File: src/rtl/beat_note_timer.sv
// beat_note_timer
// ---------------
// Holds the current note for a programmed number of beats and pulses
// note_done for one cycle when that note ends.
//
// It sits between the song-reading logic, which loads note/duration pairs,
// and the tone generator, which plays note_out while sounding is high.
//
// Ports
//   clock        system clock, all state updates on the rising edge
//   reset        synchronous, active-high; clears all state
//   beat         1-cycle tick from the beat generator (never two in a row)
//   play         level: 1 = run, 0 = pause (beats while paused are dropped)
//   load         start a new note; accepted only while busy = 0
//   note_in      note code captured on an accepted load (0 = rest)
//   duration_in  beat count captured on an accepted load (0 means 2^DUR_W)
//   note_out     registered note being timed, 0 when idle
//   sounding     busy & play (combinational)
//   busy         registered, high while a note is being timed
//   note_done    registered 1-cycle pulse at the end of a note
//   beats_left   remaining beats of the current note, 0 when idle
//   state_dbg_o  current FSM state, exposed for checkers
//
// Handshake: load is a request qualified by busy. A load is accepted in
// exactly the cycles where busy = 0 (including the cycle note_done = 1,
// which makes back-to-back notes gapless). A load while busy = 1 is
// dropped with no side effects. There is no separate acknowledge: the
// accepted load shows up as busy = 1 after the next rising edge.
module beat_note_timer #(
   parameter int NOTE_W = 6,
   parameter int DUR_W  = 6
) (
   input  logic              clock,
   input  logic              reset,
   input  logic              beat,
   input  logic              play,
   input  logic              load,
   input  logic [NOTE_W-1:0] note_in,
   input  logic [DUR_W-1:0]  duration_in,
   output logic [NOTE_W-1:0] note_out,
   output logic              sounding,
   output logic              busy,
   output logic              note_done,
   output logic [DUR_W:0]    beats_left,
   output logic              state_dbg_o
);

   typedef enum logic {
      ST_IDLE   = 1'b0,
      ST_TIMING = 1'b1
   } state_e;

   // Encoding of duration_in = 0: the full 2^DUR_W beats.
   localparam logic [DUR_W:0] FULL_DURATION = {1'b1, {DUR_W{1'b0}}};
   localparam logic [DUR_W:0] ONE_BEAT      = {{DUR_W{1'b0}}, 1'b1};

   state_e              state_q, state_d;
   logic [NOTE_W-1:0]   note_q, note_d;
   logic [DUR_W:0]      beats_q, beats_d;
   logic                done_q, done_d;

   logic                beat_taken;

   // Only a beat that arrives while running counts; a paused beat is lost.
   assign beat_taken = beat & play;

   always_comb begin
      state_d = state_q;
      note_d  = note_q;
      beats_d = beats_q;
      done_d  = 1'b0;

      unique case (state_q)
         ST_IDLE: begin
            // A beat coincident with the load is not counted: the count
            // only starts being decremented from TIMING.
            if (load) begin
               state_d = ST_TIMING;
               note_d  = note_in;
               beats_d = (duration_in == '0) ? FULL_DURATION
                                             : {1'b0, duration_in};
            end
         end

         ST_TIMING: begin
            if (beat_taken) begin
               if (beats_q > ONE_BEAT) begin
                  beats_d = beats_q - ONE_BEAT;
               end else begin
                  // Last beat: drop straight to IDLE so a load in the
                  // note_done cycle is accepted with no gap.
                  state_d = ST_IDLE;
                  note_d  = '0;
                  beats_d = '0;
                  done_d  = 1'b1;
               end
            end
         end

         default: begin
            state_d = ST_IDLE;
            note_d  = '0;
            beats_d = '0;
         end
      endcase
   end

   always_ff @(posedge clock) begin
      if (reset) begin
         state_q <= ST_IDLE;
         note_q  <= '0;
         beats_q <= '0;
         done_q  <= 1'b0;
      end else begin
         state_q <= state_d;
         note_q  <= note_d;
         beats_q <= beats_d;
         done_q  <= done_d;
      end
   end

   assign busy        = (state_q == ST_TIMING);
   assign sounding    = busy & play;
   assign note_out    = note_q;
   assign beats_left  = beats_q;
   assign note_done   = done_q;
   assign state_dbg_o = state_q;

endmodule

File: config.mk
export PLATFORM = sky130hd
export DESIGN_NAME = beat_note_timer
export DESIGN_NICKNAME = d
export VERILOG_FILES = /design/src/rtl/beat_note_timer.sv
export SDC_FILE = /design/constraint.sdc
export NUM_CORES = 1
export LEC_CHECK = 0
export ABC_AREA = 1
export ABC_CLOCK_PERIOD_IN_PS = 3400
export CAP_MARGIN = 20
export CORE_MARGIN = 3
export CORE_UTILIZATION = 34
export CTS_CLUSTER_DIAMETER = 150
export CTS_CLUSTER_SIZE = 30
export DETAILED_ROUTE_END_ITERATION = 8
export GPL_ROUTABILITY_DRIVEN = 0
export GPL_TIMING_DRIVEN = 0
export PLACE_DENSITY = 0.68
export SLEW_MARGIN = 20
export SYNTH_ARGS = -nofsm -noshare
export SYNTH_HDL_FRONTEND = slang
export SYNTH_SLANG_ARGS = --single-unit
export TNS_END_PERCENT = 50
File: constraint.sdc
create_clock -name clock -period 3.4 [get_ports clock]
set_input_delay 0.34 -clock clock [delete_from_list [all_inputs] [get_ports clock]]
set_output_delay 0.34 -clock clock [all_outputs]
set_load 0.005 [all_outputs]
Yosys cells after proc, flatten, opt, wreduce, memory -nomap -nowiden
Cells that the tools add are included.

Add/subtract/negate cells: 1. Order comparisons: 1. Equal/unequal tests: 3. Multiplexer cells: 14. Bitwise logic cells: 4. Reductions and logical operators: 4.

Operators by type and width (number): 7-bit 2-to-1 mux (4); 6-bit 2-to-1 mux (3); 7-bit case mux with 2 select lines (1); 6-bit case mux with 2 select lines (1); 7-bit by 1-bit > comparator with 1-bit output, second input constant (1); 7-bit by 1-bit subtractor with 7-bit output, second input constant (1); 6-bit zero test (1); 1-bit 2-to-1 mux (4); 2-bit != test, second input constant (2); 3-bit AND reduction (1); 3-bit OR reduction (1); 1-bit AND (2); 2-bit by 1-bit != test with 1-bit output, second input constant (1); 1-bit inverter (2); 1-bit case mux with 2 select lines (1); 2-bit AND reduction (1).

Bits in registers: 15. Bits of input ports: 17. Output and inout bits: 17. Word-level logic and storage cells: 31.

Depth between registers and ports, before layout
Gate-level depths: netlist (run 1).

Word-level depth: 4. Depth in mapped cells: 9. Mapped depth without buffers: 9.

Worst setup path after synthesis (run 1)
OpenSTA, ideal clock, no wires.

Path type: register to register. Start point: register beats_q[1], in the netlist beats_left[1]. End point: register beats_q[2], in the netlist beats_left[2]. Setup time: 122 ps. Arrival time: 1101 ps. Required time: 3278 ps. Path slack: 2177 ps. Cell stages (with the launch flop): 10. Buffers on the path: 0. Period minus slack after synthesis: 1223 ps. Path through: dfxtp_1 inv_1 ha_1 inv_1 nor2_1 nand3_1 nand3_2 clkinv_2 nand2_1 a21oi_2.

Longest elaborated chain between the ends: 4. Elaborated cells between the ends (all ways): 5. Those cells by class: add/sub (1); order compare (1); mux (3).

RTL lines: start: declaration (RTL line 59) `logic [DUR_W:0] beats_q, beats_d;`; start signal: assignment (RTL line 117) `beats_q <= beats_d;`; 7-bit by 1-bit subtractor with 7-bit output or 7-bit by 1-bit > comparator with 1-bit output (tied branches) (RTL line 88, 87); 7-bit 2-to-1 mux (*) (RTL line 87) `if (beats_q > ONE_BEAT) begin`; 7-bit 2-to-1 mux (*) (RTL line 86) `if (beat_taken) begin`; 7-bit case mux with 2 select lines (*) (RTL line 73) `unique case (state_q)`.

Every way passes the cells marked *; elsewhere a longest branch is shown, timed or not. The select of a mux whose other input is x is not followed. A chain may end at the register's enable or synchronous reset.

Worst setup path after layout (run 1)
Start point: register state_q, in the netlist busy. End point: output port sounding.

Longest elaborated chain between the ends: 1.

RTL lines: start: declaration (RTL line 57) `state_e state_q, state_d;`; start signal: assignment (RTL line 115) `state_q <= state_d;`; 1-bit AND (RTL line 123) `assign sounding = busy & play;`; end: declaration (RTL line 41) `output logic sounding,`.

No other way between the ends.

==> metrics.csv, run 1 <==
metric,value,unit
drc,0,
crit_path_end_kind,output port,
critPathMaxStageDelay,0.50,ns
finalHoldViolations,0,
cp_num_buf_inv,2,
clock.fmax,558,MHz
grt_pass1_vias,790,
ys.warnings.count,0,
rsz0062_at_grt,no,
portBuffers,32,
grt_util_all_layers,14.2,%
die-width,55.3,um
utilization,53.6,%
hold_ws,0.403,ns
p_leak,0.498,nW
peakVddDrop,0.201,mV
ys_seq_elements,15,
wl_per_cell,11.7,um
synth_area,827,um2
crit_chain,nand2_1 -> clkinv_2 -> clkdlybuf4s50_1,
grt_pass1_wl,3.52,mm
hold_depth,2,
final_cell_mix,"clkdlybuf4s50_1, nand2_1, dfxtp_1",
grt-ovfl-total,0,
r2r_start,beats_left[1]$_SDFFE_PP0P_,
synth_top_family_by_area,simple AND/OR/NAND/NOR gates,
drive_above_1_share,14.1,%
nNetsFinal,169,
area_delta_synth_final,46.1,%
multi_input_area,460,um2
drt-vias-per-instance,4.70,
critPathMaxFanout,8,
cts_hold_buf,0,
status,completed,
hold_class,input port to flip-flop,
h-tree-depth,1,
synth_cells,113,
cts_made_buffers,3,
pre_cts_ws,1.62,ns
ant_nets,0,
worst-r2r-setup-slack,2.04,ns
synth-simple-area-share,28.3,%
clock_path_buffers,2,
syn_nets,132,
synth_xor_area_share,4.24,%
cts.clk_slew.worst_paths,0.10,ns
drt_iter0_drc,16,
synth-compound-area-share,20.1,%
rows,17,
first_pass_iters,4,
setup_viol,0,
design_power_total,0.461,mW
synthTopCellsByArea,"dfxtp_1, nand2_1, o21ai_0",
cts_tree,done,
min_to,note_out[0]$_SDFFE_PP0P_,
yosys.area.top_type_share,36.3,%
reg2reg_depth,9,
cp-start-kind,flip-flop,
muxShareOfSynthArea,0,%
clock_latency,0.29,ns
cap_violations,0,
critical_path_class,flip-flop to output port,
grt_antenna_before_repair,0,
postCtsSetupBuffers,0,
arrival,1.45,ns
ys_types,24,
power_density,382,mW/mm2
die_h,55.3,um
worst_slack,1.61,ns
synth-adder-area-share,3.03,%
hpwl,1.67,mm
slew_headroom,77.1,%
worstHoldStart,reset,
die-area,0.00306,mm2
synth_seq_area_share,36.3,%
ctsResizeCount,0,
cp.required,3.06,ns
num_vias,832,
fin_crit_sh,52.7,%
cp_slowest_cell,clkdlybuf4s50_1,
grt_start_max_net_pins,10,
regArea,300,um2
wl,2.07,mm
cts_root_buffer,clkbuf_4,
yosysTopAreaCell,dfxtp_1,
fin_crit,1.79,ns
clock_skew,0.00903,ns
maxSlewViolCount,0,
cpLargestDelayFamily,buffers and inverters,
coreArea,0.00225,mm2
start_util,36.7,%
final.setup.tns,0,ns
final_common_cell,clkdlybuf4s50_1,
regToRegEndpoint,beats_left[2]$_SDFFE_PP0P_,
fill_cells,225,
antenna_cells,0,
worst_pin_slew,0.344,ns
syn_avg_cell_area,7.32,um2
clock_sinks,15,
num_io_pins,34,
-- cell type report --
cell class	count	area share [%]
tap	28	2.90
timing repair buffer	32	26.5
multi-input combinational	82	38.1
inverter	14	4.55
clock buffer	4	2.17
sequential	15	24.8
buffer	2	0.932
-- worst max-delay path by stage --
stage | start | endpoint | slack [ns] | depth (start not counted)
after CTS | busy$_SDFF_PP0_ | sounding | 1.58 | 3
after detailed placement | play | sounding | 1.62 | 4
after global placement | play | sounding | 1.62 | 4
after global routing | busy$_SDFF_PP0_ | sounding | 1.50 | 3
after floorplan | beats_left[1]$_SDFFE_PP0P_ | beats_left[2]$_SDFFE_PP0P_ | 2.18 | 9
final | busy$_SDFF_PP0_ | sounding | 1.61 | 3
-- worst register-to-register path, stage by stage, from the launching register on --
cell      delay (ns)
dfxtp_1         0.33
inv_1           0.13
ha_1            0.16
inv_1           0.03
nor2_1          0.07
nand3_1         0.12
nand3_2         0.15
clkinv_2        0.13
nand2_1         0.10
a21oi_2         0.05
-- report_power, final --
part	switching (mW)	internal [mW]
Clock	0.0589	0.0456
Combinational	0.0757	0.0766
Sequential	0.0145	0.190
-- flip-flops by register name, summed over array words and instances, names as in the netlist --
signal      cells
beats_left      7
note_done       1
note_out        6
busy            1
-- routing by layer --
layer  GRT usage [%]  part of all wire [%]  vias to the layer above
met5               0                     0                        -
met4            6.94                   1.6                        0
met3            2.80                   3.4                        4
met2            23.5                    50                       13
met1            17.3                    45                      377
li1                -                     -                      438
-- stage by stage --
stage,cell area [um2],std cells
6_report,1210,177
5_1_grt,1210,177
4_1_cts,1210,177
3_5_place_dp,1180,173
3_3_place_gp,1180,173
2_1_floorplan,827,113
-- kinds of logic (layout without fill, tap and decap cells) --
group | Yosys count | in the layout
adder cells (fa/ha/maj) | 2 | 2
buffers and inverters | 16 | 52
flip-flops | 15 | 15
AO/OA/AOI/OAI | 30 | 30
AND/OR/NAND/NOR | 46 | 46
XOR/XNOR | 4 | 4
-- cell usage after synthesis, drive strengths merged --
cell type / number
nand2: 30
inv: 12
nor2: 9
o21a: 1
xor2: 4
nor3: 2
a21oi: 13
dfxtp: 15
nand4: 1
a31oi: 2
nand3: 4
clkbuf: 1
buf: 1
clkinv: 2
ha: 2
o21ai: 14
Note: power is estimated with default switching activity, not from simulation.
==> run 2: changes to the inputs <==
- ABC_CLOCK_PERIOD_IN_PS: 3400 -> 1600
- PLACE_DENSITY: 0.68 -> 0.7
- clock period: 3.4 -> 1.6 ns (I/O delays scaled with it)
==> metrics.csv, run 2 (synthesized netlist as in run 1, its figures left out) <==
metric,value,unit,change
grt-ovfl-total,0,,unchanged
num_io_pins,34,,unchanged
drt_iter0_drc,28,,+12
hold_class,input port to flip-flop,,
ant_nets,0,,unchanged
die-width,55.3,um,unchanged
finalHoldViolations,0,,unchanged
area_delta_synth_final,46.4,%,
grt_use_met3,2.10,%,-0.70 points
final.setup.tns,0,ns,unchanged
slew_headroom,76.4,%,-0.67 points
clock.fmax,660,MHz,
drc,0,,unchanged
hpwl,1.66,mm,-0.29%
status,completed,,
cts_made_buffers,3,,unchanged
cp-start-kind,flip-flop,,
met2_usage,25.8,%,+2.4 points
cts.clk_slew.worst_paths,0.10,ns,about the same
busiest_layer,met2,,
cp_slowest_cell,clkdlybuf4s50_1,,
design_power_total,0.982,mW,+110%
wl,2.09,mm,+0.63%
worst_pin_slew,0.354,ns,+0.00999 ns
grt_pass1_vias,826,,+4.6%
num_vias,862,,+3.6%
met1_usage,17.4,%,+0.17 points
die-area,0.00306,mm2,unchanged
worst_slack,0.0859,ns,-1.52 ns
dp_cells,173,,unchanged
hold_ws,0.228,ns,-0.175 ns
h-tree-depth,1,,unchanged
placed_cell_area,0.00118,mm2,unchanged
critPathMaxStageDelay,0.50,ns,about the same
drt-vias-per-instance,4.87,,+3.6%
clock_latency,0.28,ns,about the same
critical_path_class,flip-flop to output port,,
portBuffers,32,,unchanged
start_util,36.7,%,unchanged
arrival,1.35,ns,-0.10 ns
maxSlewViolCount,0,,unchanged
fin_crit_sh,94.6,%,
cts_tree,done,,
final_cell_mix,"clkdlybuf4s50_1, nand2_1, o21ai_0, dfxtp_1, a21oi_1",,
fin_cells,177,,unchanged
cts_hold_buf,0,,unchanged
cap_violations,0,,unchanged
peakVddDrop,0.474,mV,+140%
rsz0062_at_grt,no,,
drive_above_1_share,15.4,%,+1.3 points
clock_sinks,15,,unchanged
coreArea,0.00225,mm2,unchanged
clock_skew,0.00359,ns,-0.00544 ns
fin_area,0.00121,mm2,+0.21%
final_common_cell,clkdlybuf4s50_1,,
p_leak,0.501,nW,+0.59%
fin_crit,1.51,ns,
pre_cts_ws,0.182,ns,-1.43 ns
crit_path_end_kind,output port,,
postCtsSetupBuffers,0,,unchanged
utilization,53.7,%,+0.11 points
cp.required,1.44,ns,-1.62 ns
first_pass_iters,4,,unchanged
die_h,55.3,um,unchanged
wl_per_cell,11.8,um,+0.63%
worst-r2r-setup-slack,0.24,ns,-1.80 ns
clock_path_buffers,2,,unchanged
crit_chain,nand2_1 -> clkinv_2 -> clkdlybuf4s50_1,,
critPathMaxFanout,8,,unchanged
grt_pass1_wl,3.68,mm,+4.7%
power_density,811,mW/mm2,+110%
grt_start_max_net_pins,10,,unchanged
rows,17,,unchanged
grt_antenna_before_repair,0,,unchanged
setup_viol,0,,unchanged
grt_util_all_layers,14.6,%,+0.49 points
nNetsFinal,169,,unchanged
antenna_cells,0,,unchanged
largest_register_ffs,7,,unchanged
cts_root_buffer,clkbuf_4,,
[run 2: cell types whose count changed in the layout (fill, tap and decap cells not counted)]
cell / before / now
dfxtp_2: 0 / 1
clkbuf_1: 2 / 1
dfxtp_1: 15 / 14
clkinv_2: 2 / 3
[run 2: area by class of cell]
| class | instances | area [um2] |
|---|---|---|
| buffer | 2 | 11.3 |
| multi-input combinational | 82 | 460 |
| tap | 28 | 35.0 |
| clock buffer | 3 | 22.5 |
| inverter | 14 | 55.1 |
| timing repair buffer | 32 | 320 |
| sequential | 15 | 302 |
| fill | 227 | 1040 |
| clock inverter | 1 | 5.00 |
[run 2: worst max-delay path: cells and delay by family, from the launching register on]
family	cells	cell delay, ns
simple gates	1	0.08
buf+inv	2	0.58
flops	1	0.41
[run 2: worst paths after layout]
check,depth (start not counted),start,end
worst min-delay path,2,reset,note_out[5]$_SDFFE_PP0P_
worst max-delay path,3,busy$_SDFF_PP0_,sounding
worst min register to register,2,note_out[0]$_SDFFE_PP0P_,note_out[0]$_SDFFE_PP0P_
worst max register to register,9,beats_left[1]$_SDFFE_PP0P_,beats_left[2]$_SDFFE_PP0P_
[run 2: power by group]
group	internal, mW	leakage (nW)	switching [mW]	total [mW]
combinational	0.163	0.359	0.161	0.324
sequential	0.404	0.124	0.0316	0.436
clock	0.0928	0.0177	0.130	0.223
[run 2: metal layers]
metal / vias to the layer above / part of all wire (%)
li1: 442 / -
met1: 400 / 44
met2: 18 / 51
met3: 2 / 4.3
met4: 0 / 0.77
met5: - / 0
[run 2: repair_timing]
action | CTS | global route
endpoints found under the hold margin | 0 | 0
setup endpoints to repair | 2 | 0
resized for setup | 1 | 0
==> run 3: changes to the inputs <==
--- a/config.mk
+++ b/config.mk
@@ -13,3 +13,2 @@
 export CTS_CLUSTER_DIAMETER = 150
-export CTS_CLUSTER_SIZE = 30
 export DETAILED_ROUTE_END_ITERATION = 8
==> constraint.sdc (replaced) <==
create_clock -name clock -period 1.6 [get_ports clock]
set_input_delay 0.24 -clock clock [delete_from_list [all_inputs] [get_ports clock]]
set_output_delay 0.24 -clock clock [all_outputs]
set_load 0.005 [all_outputs]
==> metrics.csv, run 3 (synthesized netlist as in run 1, its figures left out) <==
metric,value,unit,change
grt-ovfl-total,0,,unchanged
clock_latency,0.28,ns,about the same
drt-vias-per-instance,4.91,,+0.83%
cts_hold_buf,0,,unchanged
critical_path_class,flip-flop to output port,,
min_to,note_out[3]$_SDFFE_PP0P_,,
crit_chain,clkdlybuf4s50_1,,
grt_start_max_net_pins,10,,unchanged
area_delta_synth_final,48.9,%,
reg2reg_depth,9,,unchanged
drc,0,,unchanged
wl,2.14,mm,+2.5%
cts_root_buffer,clkbuf_4,,
rsz0062_at_grt,no,,
clock_skew,0.00409,ns,+0.000497 ns
hold_depth,2,,unchanged
grt_antenna_before_repair,0,,unchanged
utilization,54.6,%,+0.89 points
clock_sinks,15,,unchanged
arrival,1.27,ns,-0.08 ns
num_io_pins,34,,unchanged
cpLargestDelayFamily,buffers and inverters,,
p_leak,0.527,nW,+5.2%
fin_crit_sh,94.6,%,about the same
slew_headroom,76.9,%,+0.47 points
die-width,55.3,um,unchanged
cp.required,1.36,ns,-0.08 ns
worst_slack,0.0865,ns,+0.000558 ns
hpwl,1.66,mm,unchanged
placed_cell_area,0.00118,mm2,unchanged
die-area,0.00306,mm2,unchanged
final_common_cell,clkdlybuf4s50_1,,
final.setup.tns,0,ns,unchanged
first_pass_iters,4,,unchanged
wl_per_cell,12.0,um,+1.4%
cp_num_buf_inv,1,,-1
cap_violations,0,,unchanged
crit_path_end_kind,output port,,
critPathMaxStageDelay,0.54,ns,+0.04 ns
status,completed,,
fill_cells,219,,-3.5%
peakVddDrop,0.476,mV,+0.38%
setup_viol,0,,unchanged
grt_pass1_vias,826,,unchanged
ant_nets,0,,unchanged
cts.clk_slew.worst_paths,0.10,ns,about the same
design_power_total,0.990,mW,+0.79%
critPathMaxFanout,5,,-3
final_cell_mix,"clkdlybuf4s50_1, nand2_1, o21ai_0, dfxtp_1, a21oi_1",,
r2r_start,beats_left[1]$_SDFFE_PP0P_,,
h-tree-depth,1,,unchanged
hold_class,input port to flip-flop,,
clock_path_buffers,2,,unchanged
grt_pass1_wl,3.68,mm,unchanged
die_h,55.3,um,unchanged
power_density,804,mW/mm2,-0.84%
worst_pin_slew,0.347,ns,-0.00711 ns
cts_made_buffers,3,,unchanged
largest_register_ffs,7,,unchanged
fin_area,0.00123,mm2,+1.7%
coreArea,0.00225,mm2,unchanged
start_util,36.7,%,unchanged
drt_iter0_drc,30,,+7.1%
fin_crit,1.51,ns,-0.000558 ns
cp-start-kind,flip-flop,,
worstHoldStart,reset,,
cp_slowest_cell,clkdlybuf4s50_1,,
finalHoldViolations,0,,unchanged
nNetsFinal,171,,+1.2%
clock.fmax,661,MHz,about the same
cts_tree,done,,
regToRegEndpoint,beats_left[2]$_SDFFE_PP0P_,,
rows,17,,unchanged
drive_above_1_share,16.6,%,+1.1 points
pre_cts_ws,0.0216,ns,-0.160 ns
num_vias,879,,+2.0%
worst-r2r-setup-slack,0.22,ns,-0.02 ns
grt_util_all_layers,14.6,%,unchanged
antenna_cells,0,,unchanged
portBuffers,32,,unchanged
maxSlewViolCount,0,,unchanged
run 3: cell types whose count changed in the layout (fill, tap and decap cells not counted):
cell,delta
buf_4,+2
clkdlybuf4s50_1,-1
dlymetal6s2s_1,+1
dfxtp_2,-1
dfxtp_4,+1
run 3: area by class of cell:
class | instances | area [um2] | share of cell area (%)
well taps | 28 | 35.0 | 2.85
repair buffers | 34 | 338 | 27.4
plain buffers | 2 | 11.3 | 0.915
flip-flops and latches | 15 | 304 | 24.7
multi-input cells | 82 | 460 | 37.4
inverters | 14 | 55.1 | 4.47
clock buffers | 3 | 22.5 | 1.83
clock inverters | 1 | 5.00 | 0.407
run 3: per-layer routing:
metal / wire length [um] / track usage [%] / up-vias / part of all wire, %
met1: 964 / 17.4 / 418 / 45
li1: - / - / 445 / -
met5: 0 / 0 / - / 0
met4: 16 / 6.25 / 0 / 0.75
met3: 73 / 2.10 / 2 / 3.4
met2: 1090 / 25.8 / 14 / 51
run 3: worst register-to-register path, stage by stage (launching register included):
cell and delay [ns]:
dfxtp_1 0.34, inv_1 0.14, ha_1 0.16, inv_1 0.04, nor2_1 0.08, nand3_1 0.11, nand3_2 0.14, clkinv_2 0.13
nand2_1 0.10, a21oi_2 0.05
run 3: power by group:
group          switching (mW)  internal (mW)
Clock                   0.131         0.0928
Combinational           0.165          0.167
Sequential             0.0313          0.403
Total                   0.327          0.663
run 3: what timing repair did:
action / 4_1_cts / 5_1_grt
buffers inserted: 0 / 2
cloned: 0 / 0
resized for setup: 2 / 1
endpoints found under the setup margin: 2 / 1
run 3: stage by stage:
step           cells  hold WS (ns)
6_report         179         0.303
5_1_grt          179         0.317
4_1_cts          177         0.304
3_5_place_dp     173         0.453
3_3_place_gp     173         0.447
2_1_floorplan    113         0.348
run 3: how the worst max path moves through the flow:
stage | from | end | slack (ns) | depth (start not counted)
global route | beats_left[4]$_SDFFE_PP0P_ | beats_left[4] | 0.03 | 1
finish | beats_left[4]$_SDFFE_PP0P_ | beats_left[4] | 0.09 | 1
detailed placement | play | sounding | 0.02 | 4
floorplan | beats_left[1]$_SDFFE_PP0P_ | beats_left[2]$_SDFFE_PP0P_ | 0.38 | 9
CTS | busy$_SDFF_PP0_ | sounding | 0.02 | 3
global placement | play | sounding | 0.02 | 4
